[src/rtl/rx_pipe_pkg.sv]
// Shared constants, FSM states and FIFO entry layout for the RF envelope path.
// Macro LOG_COMPRESS_EN selects log-style pixel compression instead of linear truncation.
package rx_pipe_pkg;
    localparam int DATA_W = 15;
    localparam int PIX_W  = 8;
    localparam int MAG_W  = DATA_W - 1;

    typedef enum logic [1:0] {IDLE, ACTIVE, FLUSH} fsm_t;

    typedef struct packed {
        logic             last;
        logic [7:0]       line;
        logic [PIX_W-1:0] pix;
    } fifo_entry_t;

    function automatic logic [PIX_W-1:0] compress(input logic [MAG_W-1:0] mag);
`ifdef LOG_COMPRESS_EN
        logic [3:0]       p;
        logic [MAG_W-1:0] norm;
        p = '0;
        for (int i = 0; i < MAG_W; i++) begin
            if (mag[i]) p = 4'(i);
        end
        // Normalise so the leading one sits at the MSB; the next 4 bits are the mantissa.
        norm = mag << (4'(MAG_W - 1) - p);
        return (mag == '0) ? '0 : {p, norm[MAG_W-2 -: 4]};
`else
        return mag[MAG_W-1 -: PIX_W];
`endif
    endfunction
endpackage

[src/rtl/pix_fifo.sv]
// Synchronous FIFO with occupancy and free-slot counts; clr_i empties it in one cycle.
// Write while full is accepted only together with a pop.
module pix_fifo #(
    parameter int W     = 17,
    parameter int DEPTH = 16
) (
    input  logic                     clk_i,
    input  logic                     rst_n_i,
    input  logic                     clr_i,
    input  logic                     wr_vld_i,
    input  logic [W-1:0]             wr_dat_i,
    input  logic                     rd_rdy_i,
    output logic [W-1:0]             rd_dat_o,
    output logic [$clog2(DEPTH):0]   count_o,
    output logic [$clog2(DEPTH):0]   free_o
);
    localparam int AW = $clog2(DEPTH);
    localparam int CW = AW + 1;
    localparam logic [CW-1:0] FULL_CNT = DEPTH[CW-1:0];

    logic [W-1:0]    mem_q [DEPTH];
    logic [AW-1:0]   wr_ptr_q, rd_ptr_q;
    logic [CW-1:0]   count_q;
    logic            do_wr, do_rd;

    assign do_rd = rd_rdy_i && (count_q != '0);
    assign do_wr = wr_vld_i && ((count_q != FULL_CNT) || do_rd);

    always_ff @(posedge clk_i or negedge rst_n_i) begin
        if (!rst_n_i) begin
            wr_ptr_q <= '0;
            rd_ptr_q <= '0;
            count_q  <= '0;
        end else if (clr_i) begin
            wr_ptr_q <= '0;
            rd_ptr_q <= '0;
            count_q  <= '0;
        end else begin
            if (do_wr) wr_ptr_q <= wr_ptr_q + AW'(1);
            if (do_rd) rd_ptr_q <= rd_ptr_q + AW'(1);
            case ({do_wr, do_rd})
                2'b10:   count_q <= count_q + CW'(1);
                2'b01:   count_q <= count_q - CW'(1);
                default: count_q <= count_q;
            endcase
        end
    end

    always_ff @(posedge clk_i) begin
        if (do_wr && !clr_i) mem_q[wr_ptr_q] <= wr_dat_i;
    end

    assign rd_dat_o = mem_q[rd_ptr_q];
    assign count_o  = count_q;
    assign free_o   = FULL_CNT - count_q;
endmodule

[src/rtl/rf_envelope_decim.sv]
// Magnitude detect, peak-hold decimation and pixel compression of DAS samples into a tagged pixel FIFO.
// Sample-to-FIFO latency 2 cycles; non-last pixels dropped (Ovf) unless 2 slots free, Last always reserved.
module rf_envelope_decim
    import rx_pipe_pkg::*;
#(
    parameter int DECIM      = 4,
    parameter int FIFO_DEPTH = 16,
    parameter int MAX_PIX    = 1024
) (
    input  logic                     AD_CLK,
    input  logic                     Rst_n,
    input  logic                     Pr_Gate,
    input  logic                     So_Gate,
    input  logic signed [DATA_W-1:0] DAS_Value,
    input  logic [7:0]               Line_Num,
    output logic [PIX_W-1:0]         Pix_Data,
    output logic [7:0]               Pix_Line,
    output logic                     Pix_Last,
    output logic                     Pix_Valid,
    input  logic                     Pix_Ready,
    output logic                     Ovf
);
    localparam int CNT_W  = $clog2(DECIM);
    localparam int PCNT_W = $clog2(MAX_PIX + 1);
    localparam int FCW    = $clog2(FIFO_DEPTH) + 1;

    fsm_t              state_q, state_d;
    logic              so_prev_q;
    logic [7:0]        line_q, line_d;
    logic [MAG_W-1:0]  peak_q, peak_d;
    logic [CNT_W-1:0]  cnt_q, cnt_d;
    logic [PCNT_W-1:0] pixcnt_q, pixcnt_d;
    logic              push_vld_q, push_vld_d;
    fifo_entry_t       push_dat_q, push_dat_d;
    logic              ovf_q;

    logic [DATA_W-1:0] neg_val;
    logic [MAG_W-1:0]  mag, win_peak;
    logic              take_new, room, wr_vld, drop;
    logic [FCW-1:0]    fifo_cnt, fifo_free;
    fifo_entry_t       head;

    // Only -2^(DATA_W-1) still has its sign bit set after negation.
    assign neg_val = -DAS_Value;
    always_comb begin
        mag = DAS_Value[MAG_W-1:0];
        if (DAS_Value[DATA_W-1]) mag = neg_val[DATA_W-1] ? '1 : neg_val[MAG_W-1:0];
    end

    assign win_peak = (mag > peak_q) ? mag : peak_q;
    assign take_new = So_Gate && ((state_q == IDLE && !so_prev_q) || state_q == FLUSH);

    always_comb begin
        state_d    = state_q;
        line_d     = line_q;
        peak_d     = peak_q;
        cnt_d      = cnt_q;
        pixcnt_d   = pixcnt_q;
        push_vld_d = 1'b0;
        push_dat_d = push_dat_q;
        case (state_q)
            IDLE, FLUSH: begin
                state_d = IDLE;
                if (take_new) begin
                    state_d  = ACTIVE;
                    line_d   = Line_Num;
                    peak_d   = mag;
                    cnt_d    = CNT_W'(1);
                    pixcnt_d = '0;
                end
            end
            ACTIVE: begin
                if (So_Gate) begin
                    if (cnt_q == CNT_W'(DECIM - 1)) begin
                        peak_d = '0;
                        cnt_d  = '0;
                        if (pixcnt_q < PCNT_W'(MAX_PIX)) begin
                            push_vld_d = 1'b1;
                            push_dat_d = '{last: 1'b0, line: line_q, pix: compress(win_peak)};
                            pixcnt_d   = pixcnt_q + PCNT_W'(1);
                        end
                    end else begin
                        peak_d = win_peak;
                        cnt_d  = cnt_q + CNT_W'(1);
                    end
                end else begin
                    // Last pixel captured on the fall edge so it sees the same latency as data pixels.
                    state_d    = FLUSH;
                    push_vld_d = 1'b1;
                    push_dat_d = '{last: 1'b1, line: line_q, pix: compress(peak_q)};
                    peak_d     = '0;
                    cnt_d      = '0;
                end
            end
            default: state_d = IDLE;
        endcase
    end

    assign room   = fifo_free >= FCW'(2);
    assign wr_vld = push_vld_q && !Pr_Gate && (push_dat_q.last || room);
    assign drop   = push_vld_q && !push_dat_q.last && !room;

    always_ff @(posedge AD_CLK or negedge Rst_n) begin
        if (!Rst_n) begin
            state_q    <= IDLE;
            so_prev_q  <= 1'b0;
            line_q     <= '0;
            peak_q     <= '0;
            cnt_q      <= '0;
            pixcnt_q   <= '0;
            push_vld_q <= 1'b0;
            push_dat_q <= '0;
            ovf_q      <= 1'b0;
        end else begin
            so_prev_q <= So_Gate;
            if (Pr_Gate) begin
                state_q    <= IDLE;
                peak_q     <= '0;
                cnt_q      <= '0;
                pixcnt_q   <= '0;
                push_vld_q <= 1'b0;
                ovf_q      <= 1'b0;
            end else begin
                state_q    <= state_d;
                line_q     <= line_d;
                peak_q     <= peak_d;
                cnt_q      <= cnt_d;
                pixcnt_q   <= pixcnt_d;
                push_vld_q <= push_vld_d;
                push_dat_q <= push_dat_d;
                ovf_q      <= ovf_q | drop;
            end
        end
    end

    pix_fifo #(
        .W     ($bits(fifo_entry_t)),
        .DEPTH (FIFO_DEPTH)
    ) u_fifo (
        .clk_i    (AD_CLK),
        .rst_n_i  (Rst_n),
        .clr_i    (Pr_Gate),
        .wr_vld_i (wr_vld),
        .wr_dat_i (push_dat_q),
        .rd_rdy_i (Pix_Ready),
        .rd_dat_o (head),
        .count_o  (fifo_cnt),
        .free_o   (fifo_free)
    );

    assign Pix_Valid = (fifo_cnt != '0);
    assign Pix_Data  = Pix_Valid ? head.pix  : '0;
    assign Pix_Line  = Pix_Valid ? head.line : '0;
    assign Pix_Last  = Pix_Valid ? head.last : 1'b0;
    assign Ovf       = ovf_q;
endmodule
[config.mk]
export PLATFORM = sky130hd
export DESIGN_NAME = rf_envelope_decim
export DESIGN_NICKNAME = d
export VERILOG_FILES = /design/src/rtl/rx_pipe_pkg.sv /design/src/rtl/pix_fifo.sv /design/src/rtl/rf_envelope_decim.sv
export SDC_FILE = /design/constraint.sdc
export NUM_CORES = 1
export LEC_CHECK = 0
export BUFFER_PORTS_ARGS = -buffer_cell sky130_fd_sc_hd__buf_2
export CAP_MARGIN = 25
export CORE_ASPECT_RATIO = 0.8
export CORE_MARGIN = 2
export CORE_UTILIZATION = 45
export DETAILED_ROUTE_END_ITERATION = 8
export GPL_TIMING_DRIVEN = 0
export PLACE_DENSITY = 0.66
export SLEW_MARGIN = 25
export SYNTH_ARGS = -nofsm -noshare
export SYNTH_HDL_FRONTEND = slang
export SYNTH_SLANG_ARGS = --single-unit
[constraint.sdc]
create_clock -name AD_CLK -period 4 [get_ports AD_CLK]
set_input_delay 0.8 -clock AD_CLK [delete_from_list [all_inputs] [get_ports AD_CLK]]
set_output_delay 0.8 -clock AD_CLK [all_outputs]
set_load 0.02 [all_outputs]
Word level (Yosys, flattened, before mapping)
Memory sizes are Yosys's and may differ from the RTL's.
Index checks and enable logic that the tools add are counted.

storage, ports and cells
  register bits = 70
  latch bits = 0
  bits in writable memories = 272
  ROM bits = 0
  bits of input ports = 28
  word-level logic and storage cells = 114
  memories = 1

operators by class
  $add $sub $neg = 8
  multipliers = 0
  divide/modulo/power cells = 0
  order comparisons = 3
  equal/unequal tests = 14
  shift-type cells = 0
  mux-type cells = 43
  bitwise gates (word level) = 2
  reduce and logical (&&, ||, !) cells = 28

memories
  memory        depth  bits a word  read ports  clocked after memory_dff  write ports  line            RTL
  u_fifo.mem_q  16     17           1           0                         1            pix_fifo.sv:21  logic [W-1:0] mem_q [DEPTH];

operators with widths
  kind                                                 count
  two-way mux 14 bit                                   7
  two-way mux 11 bit                                   5
  two-way mux 17 bit                                   3
  case mux 14 bit (2 select lines)                     1
  case mux 11 bit (2 select lines)                     1
  two-way mux 4 bit                                    4
  two-way mux 8 bit                                    2
  != test 3 bit, second input constant                 5
  negator 15 bit                                       1
  > comparator 14 bit                                  1
  two-way mux 2 bit                                    6
  adder 11 x 1 -> 11 bit, second input constant        1
  < comparator 11 bit, second input constant           1
  two-way mux 1 bit                                    10
  != test 5 bit, second input constant                 2
  case mux 5 bit (2 select lines)                      1
  logical AND 1 bit                                    9
  adder 4 x 1 -> 4 bit, second input constant          2
  case mux 2 bit (2 select lines)                      2
  == test 2 bit, second input constant                 3
  AND reduction 3 bit                                  2
  nonzero test 3 bit                                   2
  adder 5 x 1 -> 5 bit, second input constant          1
  >= comparator 5 x 2 -> 1 bit, second input constant  1
  17 further kinds                                     25

Longest topological paths before layout
  depth in word-level cells = 9
  gate-level depth with buffers = 16
  gate-level depth less buffers = 16

Modules after synthesis
From an unflattened synthesis, not the netlist that was laid out.

unflattened totals
  cells, all modules = 896
  area total of the unflattened synthesis = 14752.9 µm²

by module, submodules not included
  module             times used  cells each  area each (µm²)  seq. area each (µm²)
  pix_fifo           1           540         11270.8          8493.1
  rf_envelope_decim  1           356         3482.1           1426.4

Least setup slack after synthesis
Ideal clock, no wire load.

  path kind = input port to flip-flop
  start point = in DAS_Value[1]
  end point = reg peak_q[1]
  setup time = 0.125 ns
  data arrival time = 4.024 ns
  path slack = -0.149 ns
  cell stages on the path = 13
  cell sequence = inv_1 -> ha_1 -> or3b_4 -> or3_1 -> o41ai_1 -> mux2i_1 -> ha_1 -> nand4_1 -> nor3_1 -> or4_1 -> o21ai_0 -> a21boi_0 -> mux2_2

on the way
  word-level cells in the longest chain between the ends = 8
  elaborated cells on any way between the ends = 12
  classes of those cells = 1 x add/sub; 1 x order compare; 1 x eq/ne; 8 x mux; 1 x reduce/logical

RTL lines
  item                                                                         line                      RTL
  start, declared                                                              rf_envelope_decim.sv:14   input logic signed [DATA_W-1:0] DAS_Value,
  negator 15 bit                                                               rf_envelope_decim.sv:44   assign neg_val = -DAS_Value;
  two-way mux 14 bit                                                           rf_envelope_decim.sv:47   if (DAS_Value[DATA_W-1]) mag = neg_val[DATA_W-1] ? '1 : neg_val[MAG_W-1:0];
  two-way mux 14 bit (*)                                                       rf_envelope_decim.sv:47
  parallel branches: the longest is 5 deep, another holds > comparator 14 bit  -
  end signal, assigned                                                         rf_envelope_decim.sv:126  peak_q <= peak_d;
  end, declared                                                                rf_envelope_decim.sv:30   logic [MAG_W-1:0] peak_q, peak_d;

Every way passes the cells marked *. The select of a mux whose other input is x is not followed.
A chain may end at the register's enable or synchronous reset.

Final worst setup path
  start point = in DAS_Value[10]
  end point = reg peak_q[0]

Same word-level chain as after synthesis.

==> flow_metrics.py <==
metrics = {
    "pwr": {
        "sw_frac_of_total": 0.278,
        "vdd_drop_max_mv": 0.287,
        "p_switching_uw": 2700,
        "internal_power_uw": 7000,
        "pwr-share-seq": 0.475,
        "p_clk_frac": 0.330,
        "power_density_nw_per_um2": 575,
        "combPwrFrac": 0.195,
        "p_leak_uw": 0.00585,
        "power.total_uw": 9690,
    },
    "synth": {
        "synth_area_um2": 14700,
        "synth_cells": 853,
        "yosysSeqAreaShare": 0.673,
        "syn_nets": 911,
        "synth_edf_count": 272,
        "syn-mean-instance-area_um2": 17.3,
        "ys_types": 66,
        "synth_top_flop_cell": "edfxtp_1",
        "synth-async-reset-ratio": 0.205,
        "ys_ff_latch": 342,
        "ys.warnings.count": 0,
    },
    "cts": {
        "clk_path_buf_depth": 3,
        "worstSkewPairLatency_ns": 0.53,
        "htreeDepth": 2,
        "numClockSinks": 342,
        "cts_tree": "built",
        "postCtsHoldBufs": 0,
        "cts_root_buffer": "clkbuf_16",
        "cts.reportedPaths.clkPinSlew_ns": 0.06,
        "numCtsBuffers": 35,
    },
    "placed_design": {
        "placed_area_um2": 15600,
        "dpl.hpwl_um": 20100,
        "gp_congestion": 0.851,
        "dp_cells": 1326,
        "portBuffers": 44,
    },
    "global_route": {
        "antenna_found_initial": 0,
        "grt_pass1_wl_um": 48100,
        "grt.total_usage": 0.190,
        "grt_max_degree": 47,
        "grt_pass1_vias": 8006,
        "overflow": 0,
    },
    "finish": {
        "nets": 1001,
        "final_cell_area_um2": 16900,
        "layout_commonest_cell": "edfxtp_1",
        "final_cell_mix": "edfxtp_1, mux4_2, dfrtp_1",
        "final_util": 0.520,
        "syn2layout_area_growth_pct": 14.5,
        "fin_cells": 1396,
        "drive_gt1_frac": 0.286,
        "diodes": 0,
    },
    "outcome": {
        "outcome": "complete, no violations",
    },
    "timing": {
        "min_period_over_period": 0.974,
        "min_period_ns": 3.90,
        "slew-limit-headroom": 0.427,
        "finalHoldViolations": 0,
        "final_max_slew_viol_count": 0,
        "finClkSkew_ns": 0.0232,
        "setup_viol": 0,
        "max_freq_mhz": 257,
        "worst_pin_slew_ns": 0.859,
    },
    "floorplan": {
        "die_y_um": 166,
        "die_w_um": 206,
        "rows": 59,
        "core_um2": 32400,
        "initial_core_util": 0.454,
        "io_pins": 47,
        "die_area_um2": 34200,
    },
    "drt": {
        "drtIter0Drc": 705,
        "via_per_inst": 5.66,
        "vias": 7902,
        "routedWlPerCell_um": 22.5,
        "wl_um": 31500,
        "drc": 0,
        "first_pass_iters": 5,
        "final_antenna_net_count": 0,
    },
    "worst_setup_path": {
        "reg2regPathDepth": 12,
        "cp-start-kind": "input port",
        "critPathArrivalTime_ns": 4.31,
        "reg2reg_from": "u_fifo.count_o[1]",
        "setup.worst_path.end_class": "flop",
        "r2r_end": "u_fifo.mem_q[7][11]",
        "cp_max_fo": 10,
        "worstPathRequired_ns": 4.41,
        "worst-r2r-setup-slack_ns": 0.39,
        "worst-setup-path-type": "in2reg",
    },
    "worst_hold_path": {
        "hold_path.class": "in2async",
    },
    "run": {
        "cap_violations": 0,
    },
}
cells by family after synthesis:
| kind of cell | share of synthesized area |
|---|---|
| AOI/OAI and AO/OA | 0.0493 |
| xor gates and xnor gates | 0.0113 |
| adders and majority gates | 0.0260 |
| buffers and inverters | 0.0190 |
| DFF | 0.673 |
| muxes | 0.156 |
| and+or+nand+nor | 0.0646 |
flip-flops by register name, indices dropped and copies added, names as in the netlist:
register         cells
Ovf                  1
cnt_q                2
line_q               8
peak_q              14
pixcnt_q            11
push_dat_q          17
push_vld_q           1
so_prev_q            1
state_q              2
u_fifo.count_o       5
u_fifo.mem_q       272
u_fifo.rd_ptr_q      4
u_fifo.wr_ptr_q      4
per-layer routing:
| metal | GRT usage | vias up | part of all wire |
|---|---|---|---|
| li1 | - | 3564 | - |
| met1 | 0.279 | 4068 | 0.46 |
| met2 | 0.295 | 231 | 0.47 |
| met3 | 0.0322 | 39 | 0.055 |
| met4 | 0.0497 | 0 | 0.017 |
| met5 | 0 | - | 0 |
area by class of cell:
| cell class | count | area [um2] |
|---|---|---|
| Clock inverter | 14 | 161 |
| Fill cell | 2615 | 15500 |
| Clock buffer | 49 | 960 |
| Buffer | 34 | 189 |
| Tap cell | 427 | 534 |
| Sequential cell | 342 | 9920 |
| Multi-Input combinational cell | 449 | 4660 |
| Timing Repair Buffer | 53 | 325 |
| Inverter | 28 | 115 |
worst max-delay path, cell delays in order:
cell      delay [ns]
buf_2           0.13
or4_4           0.55
nor3_1          0.55
nand3_2         0.31
nand2_1         0.23
ha_1            0.29
a21oi_1         0.14
nor2_1          0.05
or4_4           0.46
o21bai_4        0.32
a21oi_4         0.14
mux2_4          0.32
Yosys cell counts (3+ instances only):
| cell | n | area (um2) |
|---|---|---|
| mux2_2 | 23 | 259 |
| nand2b_1 | 4 | 25.0 |
| mux2i_1 | 13 | 130 |
| nor2b_1 | 7 | 43.8 |
| or2_2 | 4 | 25.0 |
| ha_1 | 29 | 363 |
| buf_1 | 3 | 11.3 |
| dfrtp_1 | 70 | 1750 |
| a21oi_1 | 17 | 85.1 |
| and2_1 | 36 | 225 |
| inv_1 | 28 | 105 |
| xor2_1 | 9 | 78.8 |
| buf_2 | 7 | 35.0 |
| o211ai_1 | 3 | 22.5 |
| a21boi_0 | 3 | 22.5 |
| nand4_1 | 7 | 43.8 |
| mux4_2 | 85 | 1910 |
| a31oi_1 | 4 | 25.0 |
| a22o_1 | 10 | 87.6 |
| nor4_1 | 3 | 18.8 |
| clkbuf_1 | 19 | 71.3 |
| or3_1 | 8 | 50.1 |
| nand3_1 | 9 | 45.0 |
| nor2_1 | 39 | 146 |
| o21ai_0 | 19 | 95.1 |
| nand2_1 | 35 | 131 |
| o221a_2 | 5 | 56.3 |
| a21o_1 | 6 | 45.0 |
| edfxtp_1 | 272 | 8170 |
| nor3_1 | 13 | 65.1 |
| o41ai_1 | 4 | 35.0 |
| o31ai_1 | 3 | 22.5 |
| xnor2_1 | 10 | 87.6 |
| or4_4 | 3 | 33.8 |
through the flow:
step	setup TNS, ns	hold slack [ns]	setup slack [ns]
floorplan	0	0.467	0.00370
global placement	-10.72	0.481	-0.639
detailed placement	-11.32	0.494	-0.662
CTS	0	0.201	0.0229
global route	-0.00211	0.222	-0.00108
finish	0	0.202	0.105
how the worst max path moves through the flow:
stage	from	to	slack (ns)	cells after the start
2_1_floorplan	DAS_Value[1]	peak_q[0]	0.004	13
3_3_place_gp	DAS_Value[1]	peak_q[0]	-0.64	15
3_5_place_dp	DAS_Value[1]	peak_q[0]	-0.66	15
4_1_cts	DAS_Value[1]	peak_q[0]	0.02	14
5_1_grt	DAS_Value[10]	peak_q[0]	-0.001	12
6_report	DAS_Value[10]	peak_q[0]	0.10	12
power by group through the flow:
stage	combinational [uW]	sequential, uW	clock [uW]
2_1_floorplan	1350	4510	0
3_3_place_gp	1850	4650	0
3_5_place_dp	1870	4680	0
4_1_cts	1880	4600	3260
5_1_grt	2060	4650	3400
6_report	1890	4610	3200
repair_timing:
action | in CTS | in global routing
setup buffers | 0 | 6
resized for setup | 3 | 17
setup endpoints to repair | 16 | 107
endpoints found under the hold margin | 0 | 0
pin swaps | 0 | 4
Power figures use the tool's default switching activity.
